[config.mk]
export PLATFORM = sky130hd
export DESIGN_NAME = idu_decode_queue
export DESIGN_NICKNAME = d
export VERILOG_FILES = /design/src/rtl/idu_pkg.sv /design/src/rtl/idu_decoder.sv /design/src/rtl/idu_decode_queue.sv
export SDC_FILE = /design/constraint.sdc
export NUM_CORES = 1
export LEC_CHECK = 0
export ABC_AREA = 0
export BUFFER_PORTS_ARGS = -buffer_cell sky130_fd_sc_hd__buf_2
export CAP_MARGIN = 20
export CELL_PAD_IN_SITES_DETAIL_PLACEMENT = 2
export CELL_PAD_IN_SITES_GLOBAL_PLACEMENT = 2
export CORE_AREA = 5 5 204 245
export DETAILED_ROUTE_END_ITERATION = 7
export DIE_AREA = 0 0 209 250
export GPL_ROUTABILITY_DRIVEN = 0
export HOLD_SLACK_MARGIN = 0.1
export PLACE_DENSITY = 0.72
export SLEW_MARGIN = 20
export SYNTH_ARGS = -nofsm -noshare
export SYNTH_HDL_FRONTEND = slang
export SYNTH_SLANG_ARGS = --single-unit
[constraint.sdc]
create_clock -name clock -period 4.26 [get_ports clock]
set_input_delay 0.852 -clock clock [delete_from_list [all_inputs] [get_ports clock]]
set_output_delay 0.852 -clock clock [all_outputs]
set_load 0.01 [all_outputs]
[src/rtl/idu_pkg.sv]
// Shared decode definitions for the IDU decode queue: RV32I/Zicsr opcodes,
// ALU operation codes, instruction classes and the decoded record layout.
package idu_pkg;

   localparam logic [6:0] OPC_LOAD   = 7'b0000011, OPC_FENCE  = 7'b0001111,
                          OPC_OP_IMM = 7'b0010011, OPC_AUIPC  = 7'b0010111,
                          OPC_STORE  = 7'b0100011, OPC_OP     = 7'b0110011,
                          OPC_LUI    = 7'b0110111, OPC_BRANCH = 7'b1100011,
                          OPC_JALR   = 7'b1100111, OPC_JAL    = 7'b1101111,
                          OPC_SYSTEM = 7'b1110011;

   localparam logic [6:0] F7_BASE = 7'b0000000, F7_ALT = 7'b0100000;

   localparam logic [31:0] INST_ECALL  = 32'h0000_0073,
                           INST_EBREAK = 32'h0010_0073,
                           INST_MRET   = 32'h3020_0073;

   localparam logic [5:0]
      ALU_ADDI  = 6'b000000, ALU_LUI   = 6'b000001, ALU_AUIPC  = 6'b000010,
      ALU_JAL   = 6'b000011, ALU_JALR  = 6'b000100, ALU_ADD    = 6'b000101,
      ALU_BEQ   = 6'b000110, ALU_BNE   = 6'b000111, ALU_LW     = 6'b001000,
      ALU_SW    = 6'b001001, ALU_FENCE = 6'b001010, ALU_EBREAK = 6'b001011,
      ALU_SUB   = 6'b001100, ALU_SLL   = 6'b001101, ALU_SLT    = 6'b001110,
      ALU_UNIMP = 6'b001111, ALU_ZEXT_B = 6'b001111,
      ALU_BLT   = 6'b010000, ALU_BGE   = 6'b010001, ALU_BLTU   = 6'b010010,
      ALU_BGEU  = 6'b010011, ALU_LB    = 6'b010100, ALU_LH     = 6'b010101,
      ALU_LBU   = 6'b010110, ALU_LHU   = 6'b010111, ALU_SB     = 6'b011000,
      ALU_SH    = 6'b011001, ALU_SLTI  = 6'b011010, ALU_SLTIU  = 6'b011011,
      ALU_XORI  = 6'b011100, ALU_ORI   = 6'b011101, ALU_ANDI   = 6'b011110,
      ALU_SLLI  = 6'b011111, ALU_SRLI  = 6'b100000, ALU_SRAI   = 6'b100001,
      ALU_SLTU  = 6'b100010, ALU_XOR   = 6'b100011, ALU_SRL    = 6'b100100,
      ALU_SRA   = 6'b100101, ALU_OR    = 6'b100110, ALU_AND    = 6'b100111,
      ALU_CSRRW = 6'b110000, ALU_CSRRS = 6'b110001, ALU_ECALL  = 6'b110010,
      ALU_MRET  = 6'b110011, ALU_CSRRC = 6'b110100, ALU_CSRRWI = 6'b110101,
      ALU_CSRRSI = 6'b110110, ALU_CSRRCI = 6'b110111;

   // Class value doubles as the index of its performance counter.
   typedef enum logic [2:0] {COMPUTE, LOAD, STORE, BRANCH, JUMP, CSR, OTHER} inst_class_t;

   typedef struct packed {
      logic [6:0]  opcode;
      logic [2:0]  func3;
      logic [6:0]  func7;
      logic [4:0]  rs1;
      logic [4:0]  rs2;
      logic [4:0]  rd;
      logic [5:0]  alu_op;
      logic [31:0] imm;
      logic [11:0] csr_addr;
      logic        csr_wen;
      logic        is_ecall;
      logic        is_mret;
      logic        illegal;
      inst_class_t cls;
   } decoded_t;

endpackage

[src/rtl/idu_decoder.sv]
// Combinational RV32I/Zicsr decoder: one instruction word in, one decoded record out.
module idu_decoder import idu_pkg::*; (
   input  logic [31:0] i_inst,
   output decoded_t    o_dec
);

   logic [6:0]  w_opc, w_f7;
   logic [2:0]  w_f3;
   logic [31:0] w_imm_i, w_imm_s, w_imm_b, w_imm_u, w_imm_j, w_imm;
   logic [5:0]  w_alu;
   logic        w_legal;
   inst_class_t w_cls;

   assign w_opc   = i_inst[6:0];
   assign w_f3    = i_inst[14:12];
   assign w_f7    = i_inst[31:25];
   assign w_imm_i = {{20{i_inst[31]}}, i_inst[31:20]};
   assign w_imm_s = {{20{i_inst[31]}}, i_inst[31:25], i_inst[11:7]};
   assign w_imm_b = {{19{i_inst[31]}}, i_inst[31], i_inst[7], i_inst[30:25], i_inst[11:8], 1'b0};
   assign w_imm_u = {i_inst[31:12], 12'b0};
   assign w_imm_j = {{11{i_inst[31]}}, i_inst[31], i_inst[19:12], i_inst[20], i_inst[30:21], 1'b0};

   always_comb begin
      // NOTE: every signal gets a default first, so no path through the cases can infer a latch.
      w_alu   = ALU_UNIMP;
      w_cls   = OTHER;
      w_imm   = '0;
      w_legal = 1'b1;
      case (w_opc)
         OPC_LUI:   begin w_alu = ALU_LUI;   w_cls = COMPUTE; w_imm = w_imm_u; end
         OPC_AUIPC: begin w_alu = ALU_AUIPC; w_cls = COMPUTE; w_imm = w_imm_u; end
         OPC_JAL:   begin w_alu = ALU_JAL;   w_cls = JUMP;    w_imm = w_imm_j; end
         OPC_JALR:  begin w_alu = ALU_JALR;  w_cls = JUMP;    w_imm = w_imm_i; w_legal = (w_f3 == 3'b000); end
         OPC_FENCE: begin w_alu = ALU_FENCE; w_imm = w_imm_i; w_legal = (w_f3 == 3'b000); end
         OPC_BRANCH: begin
            w_cls = BRANCH; w_imm = w_imm_b;
            case (w_f3)
               3'b000:  w_alu = ALU_BEQ;
               3'b001:  w_alu = ALU_BNE;
               3'b100:  w_alu = ALU_BLT;
               3'b101:  w_alu = ALU_BGE;
               3'b110:  w_alu = ALU_BLTU;
               3'b111:  w_alu = ALU_BGEU;
               default: w_legal = 1'b0;
            endcase
         end
         OPC_LOAD: begin
            w_cls = LOAD; w_imm = w_imm_i;
            case (w_f3)
               3'b000:  w_alu = ALU_LB;
               3'b001:  w_alu = ALU_LH;
               3'b010:  w_alu = ALU_LW;
               3'b100:  w_alu = ALU_LBU;
               3'b101:  w_alu = ALU_LHU;
               default: w_legal = 1'b0;
            endcase
         end
         OPC_STORE: begin
            w_cls = STORE; w_imm = w_imm_s;
            case (w_f3)
               3'b000:  w_alu = ALU_SB;
               3'b001:  w_alu = ALU_SH;
               3'b010:  w_alu = ALU_SW;
               default: w_legal = 1'b0;
            endcase
         end
         OPC_OP_IMM: begin
            w_cls = COMPUTE; w_imm = w_imm_i;
            case (w_f3)
               3'b000: w_alu = ALU_ADDI;
               3'b010: w_alu = ALU_SLTI;
               3'b011: w_alu = ALU_SLTIU;
               3'b100: w_alu = ALU_XORI;
               3'b110: w_alu = ALU_ORI;
               // andi rd, rs, 0xff is reported as ZEXT.B
               3'b111: w_alu = (i_inst[31:20] == 12'h0FF) ? ALU_ZEXT_B : ALU_ANDI;
               3'b001: begin w_alu = ALU_SLLI; w_legal = (w_f7 == F7_BASE); end
               default: begin
                  w_alu   = w_f7[5] ? ALU_SRAI : ALU_SRLI;
                  w_legal = (w_f7 == F7_BASE) || (w_f7 == F7_ALT);
               end
            endcase
         end
         OPC_OP: begin
            w_cls = COMPUTE;
            if (w_f7 == F7_BASE) begin
               case (w_f3)
                  3'b000:  w_alu = ALU_ADD;
                  3'b001:  w_alu = ALU_SLL;
                  3'b010:  w_alu = ALU_SLT;
                  3'b011:  w_alu = ALU_SLTU;
                  3'b100:  w_alu = ALU_XOR;
                  3'b101:  w_alu = ALU_SRL;
                  3'b110:  w_alu = ALU_OR;
                  default: w_alu = ALU_AND;
               endcase
            end else if (w_f7 == F7_ALT && w_f3 == 3'b000) w_alu = ALU_SUB;
            else if (w_f7 == F7_ALT && w_f3 == 3'b101)     w_alu = ALU_SRA;
            else                                           w_legal = 1'b0;
         end
         OPC_SYSTEM: begin
            case (w_f3)
               3'b000: begin
                  if      (i_inst == INST_ECALL)  w_alu = ALU_ECALL;
                  else if (i_inst == INST_EBREAK) w_alu = ALU_EBREAK;
                  else if (i_inst == INST_MRET)   w_alu = ALU_MRET;
                  else                            w_legal = 1'b0;
               end
               3'b001:  begin w_alu = ALU_CSRRW;  w_cls = CSR; end
               3'b010:  begin w_alu = ALU_CSRRS;  w_cls = CSR; end
               3'b011:  begin w_alu = ALU_CSRRC;  w_cls = CSR; end
               3'b101:  begin w_alu = ALU_CSRRWI; w_cls = CSR; end
               3'b110:  begin w_alu = ALU_CSRRSI; w_cls = CSR; end
               3'b111:  begin w_alu = ALU_CSRRCI; w_cls = CSR; end
               default: w_legal = 1'b0;
            endcase
         end
         default: w_legal = 1'b0;
      endcase
   end

   always_comb begin
      o_dec          = '0;
      o_dec.opcode   = w_opc;
      o_dec.func3    = w_f3;
      o_dec.func7    = w_f7;
      o_dec.rs1      = (i_inst == INST_ECALL) ? 5'd17 : i_inst[19:15];
      o_dec.rs2      = i_inst[24:20];
      o_dec.rd       = i_inst[11:7];
      o_dec.alu_op   = w_legal ? w_alu : ALU_UNIMP;
      o_dec.imm      = w_legal ? w_imm : '0;
      o_dec.cls      = w_legal ? w_cls : OTHER;
      o_dec.csr_wen  = w_legal && (w_cls == CSR);
      o_dec.csr_addr = (w_legal && (w_cls == CSR)) ? i_inst[31:20] : '0;
      o_dec.is_ecall = (i_inst == INST_ECALL);
      o_dec.is_mret  = (i_inst == INST_MRET);
      o_dec.illegal  = !w_legal;
   end

endmodule

[src/rtl/idu_decode_queue.sv]
// Decode stage: decodes on IFU accept, buffers DEPTH records in order, issues to EXU.
// Define IDU_PERF_EN to build the saturating per-class performance counters.
module idu_decode_queue import idu_pkg::*; #(
   parameter int DEPTH = 2,
   parameter int XLEN  = 32,
   parameter int CNT_W = 32
) (
   input  logic                   clock,
   input  logic                   reset,
   input  logic                   flush,
   input  logic                   ifu_valid,
   output logic                   ifu_ready,
   input  logic [31:0]            inst,
   input  logic [XLEN-1:0]        ifu_to_idu_pc,
   output logic                   exu_valid,
   input  logic                   exu_ready,
   output logic [XLEN-1:0]        idu_to_exu_pc,
   output logic [6:0]             opcode,
   output logic [2:0]             func3,
   output logic [6:0]             func7,
   output logic [4:0]             rs1,
   output logic [4:0]             rs2,
   output logic [4:0]             rd,
   output logic [5:0]             alu_op,
   output logic [XLEN-1:0]        imm,
   output logic [11:0]            csr_addr,
   output logic                   csr_wen,
   output logic                   is_ecall,
   output logic                   is_mret,
   output logic                   illegal,
   output logic [$clog2(DEPTH):0] occupancy,
   output logic [8*CNT_W-1:0]     perf_cnt
);

   localparam int PTR_W = $clog2(DEPTH);
   localparam int OCC_W = PTR_W + 1;

   decoded_t         r_entry [DEPTH];
   logic [XLEN-1:0]  r_pc    [DEPTH];
   logic [PTR_W-1:0] r_wr_ptr, r_rd_ptr;
   logic [OCC_W-1:0] r_count;
   decoded_t         w_dec, w_head;
   logic             w_enq, w_deq;

   idu_decoder u_decoder (.i_inst(inst), .o_dec(w_dec));

   assign ifu_ready = (r_count != OCC_W'(DEPTH)) && !flush && !reset;
   assign exu_valid = (r_count != '0) && !flush;
   assign w_enq     = ifu_valid && ifu_ready;
   assign w_deq     = exu_valid && exu_ready;

   always_ff @(posedge clock) begin
      if (reset) begin
         r_wr_ptr <= '0;
         r_rd_ptr <= '0;
         r_count  <= '0;
         // NOTE: storage is cleared too, so the head outputs read zero straight out of reset.
         for (int i = 0; i < DEPTH; i++) begin
            r_entry[i] <= '0;
            r_pc[i]    <= '0;
         end
      end else if (flush) begin
         r_wr_ptr <= '0;
         r_rd_ptr <= '0;
         r_count  <= '0;
      end else begin
         if (w_enq) begin
            r_entry[r_wr_ptr] <= w_dec;
            r_pc[r_wr_ptr]    <= ifu_to_idu_pc;
            r_wr_ptr          <= r_wr_ptr + PTR_W'(1);
         end
         if (w_deq) r_rd_ptr <= r_rd_ptr + PTR_W'(1);
         r_count <= r_count + OCC_W'(w_enq) - OCC_W'(w_deq);
      end
   end

   assign w_head        = r_entry[r_rd_ptr];
   assign idu_to_exu_pc = r_pc[r_rd_ptr];
   assign opcode        = w_head.opcode;
   assign func3         = w_head.func3;
   assign func7         = w_head.func7;
   assign rs1           = w_head.rs1;
   assign rs2           = w_head.rs2;
   assign rd            = w_head.rd;
   assign alu_op        = w_head.alu_op;
   assign imm           = XLEN'($signed(w_head.imm));
   assign csr_addr      = w_head.csr_addr;
   assign csr_wen       = w_head.csr_wen;
   assign is_ecall      = w_head.is_ecall;
   assign is_mret       = w_head.is_mret;
   assign illegal       = w_head.illegal;
   assign occupancy     = r_count;

`ifdef IDU_PERF_EN
   localparam int SUM_W = CNT_W + OCC_W;

   logic [CNT_W-1:0] r_perf [8];
   logic [SUM_W-1:0] w_flush_sum;

   // Slot 7 counts flushed entries; slots 0..6 are indexed by instruction class.
   assign w_flush_sum = SUM_W'(r_perf[7]) + SUM_W'(r_count);

   always_ff @(posedge clock) begin
      if (reset) begin
         for (int i = 0; i < 8; i++) r_perf[i] <= '0;
      end else begin
         if (flush)
            r_perf[7] <= (w_flush_sum > SUM_W'({CNT_W{1'b1}})) ? '1 : w_flush_sum[CNT_W-1:0];
         if (w_deq && (r_perf[w_head.cls] != '1))
            r_perf[w_head.cls] <= r_perf[w_head.cls] + CNT_W'(1);
      end
   end

   for (genvar g = 0; g < 8; g++) begin : g_perf
      assign perf_cnt[g*CNT_W +: CNT_W] = r_perf[g];
   end
`else
   logic w_unused_perf;

   assign perf_cnt      = '0;
   assign w_unused_perf = ^{w_head.cls, w_deq};
`endif

endmodule

# Word-level counts from Yosys, hierarchy flattened
# Memory sizes are Yosys's and may differ from the RTL's. A register that Yosys moved wholly into a read port is not among the register bits.
# Index checks and enable logic that the tools add are counted.
# word_totals
mem_bits_rw	242
reg_bits	4
output_inout_bits	378
wordCells	114
n_memories	2
in_bits	69
# memory_table
memory	depth	width	read_ports	rd_clocked_by_memory_dff	wr	line_no	source
r_entry	2	89	1	1	2	idu_decode_queue.sv:38	decoded_t r_entry [DEPTH];
r_pc	2	32	1	1	2	idu_decode_queue.sv:39	logic [XLEN-1:0] r_pc [DEPTH];
# op_classes
add_sub_neg	4
n_eq_ne	25
muxes	51
reduce_logical	29
# op_table
cell	count
case mux 32 bit (5 select lines)	1
case mux 6 bit (7 select lines)	3
two-way mux 89 bit	1
OR reduction 89 bit	1
case mux 6 bit (11 select lines)	1
two-way mux 32 bit	2
two-way mux 6 bit	7
== test 32 x 21 -> 1 bit (second input constant)	1
== test 32 x 30 -> 1 bit (second input constant)	1
== test 32 x 7 -> 1 bit (second input constant)	1
OR reduction 32 bit	1
case mux 5 bit (6 select lines)	1
== test 7 x 6 -> 1 bit (second input constant)	4
== test 7 bit (second input constant)	4
case mux 5 bit (5 select lines)	1
two-way mux 1 bit	24
case mux 3 bit (6 select lines)	1
OR reduction 6 bit	3
== test 3 bit (second input constant)	5
case mux 5 bit (3 select lines)	1
== test 7 x 5 -> 1 bit (second input constant)	2
== test 12 x 8 -> 1 bit (second input constant)	1
two-way mux 12 bit	1
two-way mux 5 bit	2
22 further kinds	39

# Logic depth before layout (Yosys ltp)
# logic_depth
word_depth	10
ltp_mapped	9
depth_no_buf	9

# Modules after synthesis
# Synthesis repeated with hierarchy kept, for this count alone.
# unflattened
hier_cells	1233
area_unflattened_um2	14311.2
# by_module_without_submodules
module	instances	area_per_inst_um2	cells_per_inst	seq_area_each_um2
idu_decode_queue	1	12409.4	917	7186.9
idu_decoder	1	1901.8	316	0.0

# Worst setup path after synthesis
# No wires, ideal clock.
# synth_path
path_type	input port to flip-flop
startpoint	input reset
endpoint	memory r_entry[0][10] (netlist name) (enable)
path_stages	4
arrival_ns	4.161
setup_ns	0.498
path_buffers	0
required_time_ns	3.762
slack_ns	-0.399
path_cell_list	nor2_1 and2_1 nand3_1 nand2b_1
# synth_rtl
item	line_no	source
start, declared	idu_decode_queue.sv:9	input logic reset,
end, declared	idu_decode_queue.sv:38	

==> impl_metrics.csv <==
group,metric,value,unit
worst_setup_path,critical-path-max-stage-delay,820,ps
synthesis,syn_inst,1144,
die,rows,88,
grt,grt_start_max_net_pins,60,
detailed_routing,postRouteAntennaNets,0,
synthesis,synth_seq_cells,241,
pwr,power_density,356,mW/mm^2
timing,rsz0062_at_grt,"false",
synthesis,synth_async_sr_flop_share,0,%
synthesis,synthesis.area,0.0135,mm^2
timing,fin_crit,3160,ps
clock_tree,cts_tree,"done",
worst_setup_path,worst_setup_path_end_kind,"output port",
timing,tightestPinTransition,854,ps
die,io_pins,447,
placed_design,place_inst,1929,
grt,grt_pass1_wl,58200,um
detailed_routing,drt-wirelength-per-cell,20.1,um
grt,grt_pass1_vias,9283,
placed_design,hpwl,28900,um
worst_setup_path,worstRegToRegCells,6,
pwr,peakVddDrop,252,uV
detailed_routing,drcViolationCount,0,
worst_setup_path,crit_chain,"buf_4, mux2_2, buf_2",
die,die_h,250,um
cells_and_area,instances_no_fill,1969,
outcome,status,"complete, no violations",
detailed_routing,first_iter_violations,375,
clock_tree,cts_resized,0,
worst_setup_path,crit_path_start_kind,"register",
timing,clock_skew,11.2,ps
cells_and_area,synthToLayoutAreaGrowth,11.0,%
die,die_w,209,um
detailed_routing,vias,8472,
placed_design,io_buffers,190,
timing,setup_viol,0,
flow_run,drv_cap,0,
synthesis,synthDistinctLibCells,73,
clock_tree,h-tree-depth,1,
timing,slew_violations,0,
worst_setup_path,cp_slowest_cell,"dfxtp_4",
timing,slew_headroom,42.4,%
worst_setup_path,arrival,2310,ps
worst_setup_path,regToRegEndpoint,"r_entry[0][70]$_SDFFCE_PN0P_",
detailed_routing,wl,39600,um
cells_and_area,nNetsFinal,1397,
clock_tree,cts_root_buf,"clkbuf_16",
worst_setup_path,crit_end,"csr_addr[10]",
grt,antenna_found_initial,8,
detailed_routing,firstDrtPassIters,4,
hold_path,min_path_cells,2,
clock_tree,cts_buffer_depth,3,
worst_setup_path,r2r-start,"occupancy[0]$_SDFF_PP0_",
timing,fin_setup_tns,0,ps
timing,period_share,74.3,%
die,start_util,28.4,%
grt,overflow,0,
synthesis,syn_area_per_cell,11.8,um^2
grt,gr-usage-all-layers,14.2,%
cells_and_area,fillers,5248,
cells_and_area,layout-drive-gt1-share,29.4,%
detailed_routing,via_per_inst,4.30,
pwr,leakage,6.11,nW
clock_tree,cts_buffers,25,
synthesis,synth_flop_cell,"edfxtp_1",
synthesis,synth-seq-area-share,53.2,%
timing,fmax,0.316,GHz
synthesis,synth-edff-count,236,
clock_tree,cts_hold_buf,0,
timing,hold_viol_final,0,
cells_and_area,multi_input_area,0.00508,mm^2
clock_tree,clock-sinks,241,
cells_and_area,register_area,0.00719,mm^2
worst_setup_path,r2r_setup_slack,1890,ps
worst_setup_path,cp_max_fo,49,
die,core_region_area,0.0476,mm^2
clock_tree,clock_latency,530,ps
worst_setup_path,worstSetupPathType,"register to output port",
hold_path,hp-class,"register to register",
die,die_area,0.0523,mm^2
clock_tree,post-cts-setup-buffers,0,
synthesis,yosysWarnings,0,
clock_tree,clk_pin_slew,60,ps
worst_setup_path,cp_data_required_time,3410,ps
-- state kept, by name, indices dropped and copies added, names as in the netlist, named ones only --
name and cells:
r_entry 172, r_pc 64, r_rd_ptr 1, occupancy 2
r_wr_ptr 1
-- worst min-delay path by stage --
stage                                startpoint               endpoint  slack, ps
after floorplan           r_wr_ptr$_SDFFE_PP0P_  r_wr_ptr$_SDFFE_PP0P_        470
after global placement    r_wr_ptr$_SDFFE_PP0P_  r_wr_ptr$_SDFFE_PP0P_        520
after detailed placement  r_wr_ptr$_SDFFE_PP0P_  r_wr_ptr$_SDFFE_PP0P_        540
after CTS                                 flush               register        510
after global routing                      flush               register        530
final                     r_wr_ptr$_SDFFE_PP0P_  r_wr_ptr$_SDFFE_PP0P_        540
-- cell families after synthesis --
group | Yosys count | synth area share, %
simple gates | 354 | 14.8
fa+ha+maj | 2 | 0.185
other cells | 1 | 0.0278
buf+inv | 324 | 16.5
compound gates | 97 | 5.03
flops | 241 | 53.2
xor+xnor | 6 | 0.389
mux | 119 | 9.91
-- layout by cell type (no fill, tap or decap), types with 7 or more instances in the layout --
master     Yosys  layout
a21oi_1       38      38
and2_1       151     151
buf_2          8     190
buf_4        256      22
clkbuf_16      0      25
conb_1         1     256
edfxtp_1     236     236
inv_1          9       9
mux2_2       118     118
nand2_1       29      29
nand3_1        9       9
nor2_1        89      87
nor2b_1        7       7
nor3_1        16      16
o21ai_0       10      10
-- synthesized netlist by cell type, types with 4 or more instances --
library cell  count  area share, %
nand3_1           9           0.33
nand2_1          29           0.81
nand2b_1          6           0.28
nor2b_1           7           0.32
and4_1            4           0.26
clkbuf_1         43            1.2
edfxtp_1        236             52
a22oi_1           5           0.28
a21oi_1          38            1.4
nand3b_1          4           0.22
o211ai_1          6           0.33
nor3_1           16           0.59
dfxtp_1           5           0.74
mux2_2          118            9.8
xnor2_1           5           0.32
and2_1          151            7.0
buf_2             8           0.30
buf_4           256             14
a211oi_1          4           0.22
inv_1             9           0.25
nor2_1           89            2.5
a31oi_1           4           0.19
o21ai_0          10           0.37
-- routing by layer --
| metal | vias up | track usage, % | share of wire (%) | wire length, um |
|---|---|---|---|---|
| met2 | 320 | 26.2 | 52 | 20800 |
| met5 | - | 0 | 0.22 | 88 |
| met3 | 66 | 2.63 | 5.9 | 2340 |
| met1 | 4236 | 16.8 | 39 | 15400 |
| met4 | 14 | 4.14 | 2.5 | 978 |
| li1 | 3836 | - | - | - |
-- area by class of cell --
class,instances,share of cell area [%]
diodes,1,0.0167
clock buffers,31,4.32
clock inverters,8,0.501
inverters,9,0.225
multi-input cells,834,33.9
flip-flops and latches,241,48.0
well taps,630,5.26
repair buffers,215,7.84
-- worst max-delay path, delay by kind of cell, from the launching register on --
family	cells	cell delay, ps
flip-flops	1	820
buffers and inverters	2	520
multiplexers	1	390
-- per-stage QoR --
step                total power [W]  hold WS, ps  utilization (%)  worst slack [ps]  area [um^2]
floorplan                   0.00330          470                -               915        14500
detailed placement          0.00336          542             30.0               841        14300
global placement            0.00334          519             30.0               918        14300
finish                      0.00533          543             31.5              1100        15000
global route                0.00556          528             31.5               985        15000
CTS                         0.00541          508             31.5              1020        15000
-- report_power, final --
group	switching [W]	total (W)	leakage [nW]	internal [W]
Clock	0.000892	0.00202	0.345	0.00113
Combinational	0.000405	0.000575	3.27	0.000170
Sequential	0.0000278	0.00273	2.49	0.00271
Total	0.00132	0.00533	6.11	0.00401
Note: power is estimated with default switching activity, not from simulation.
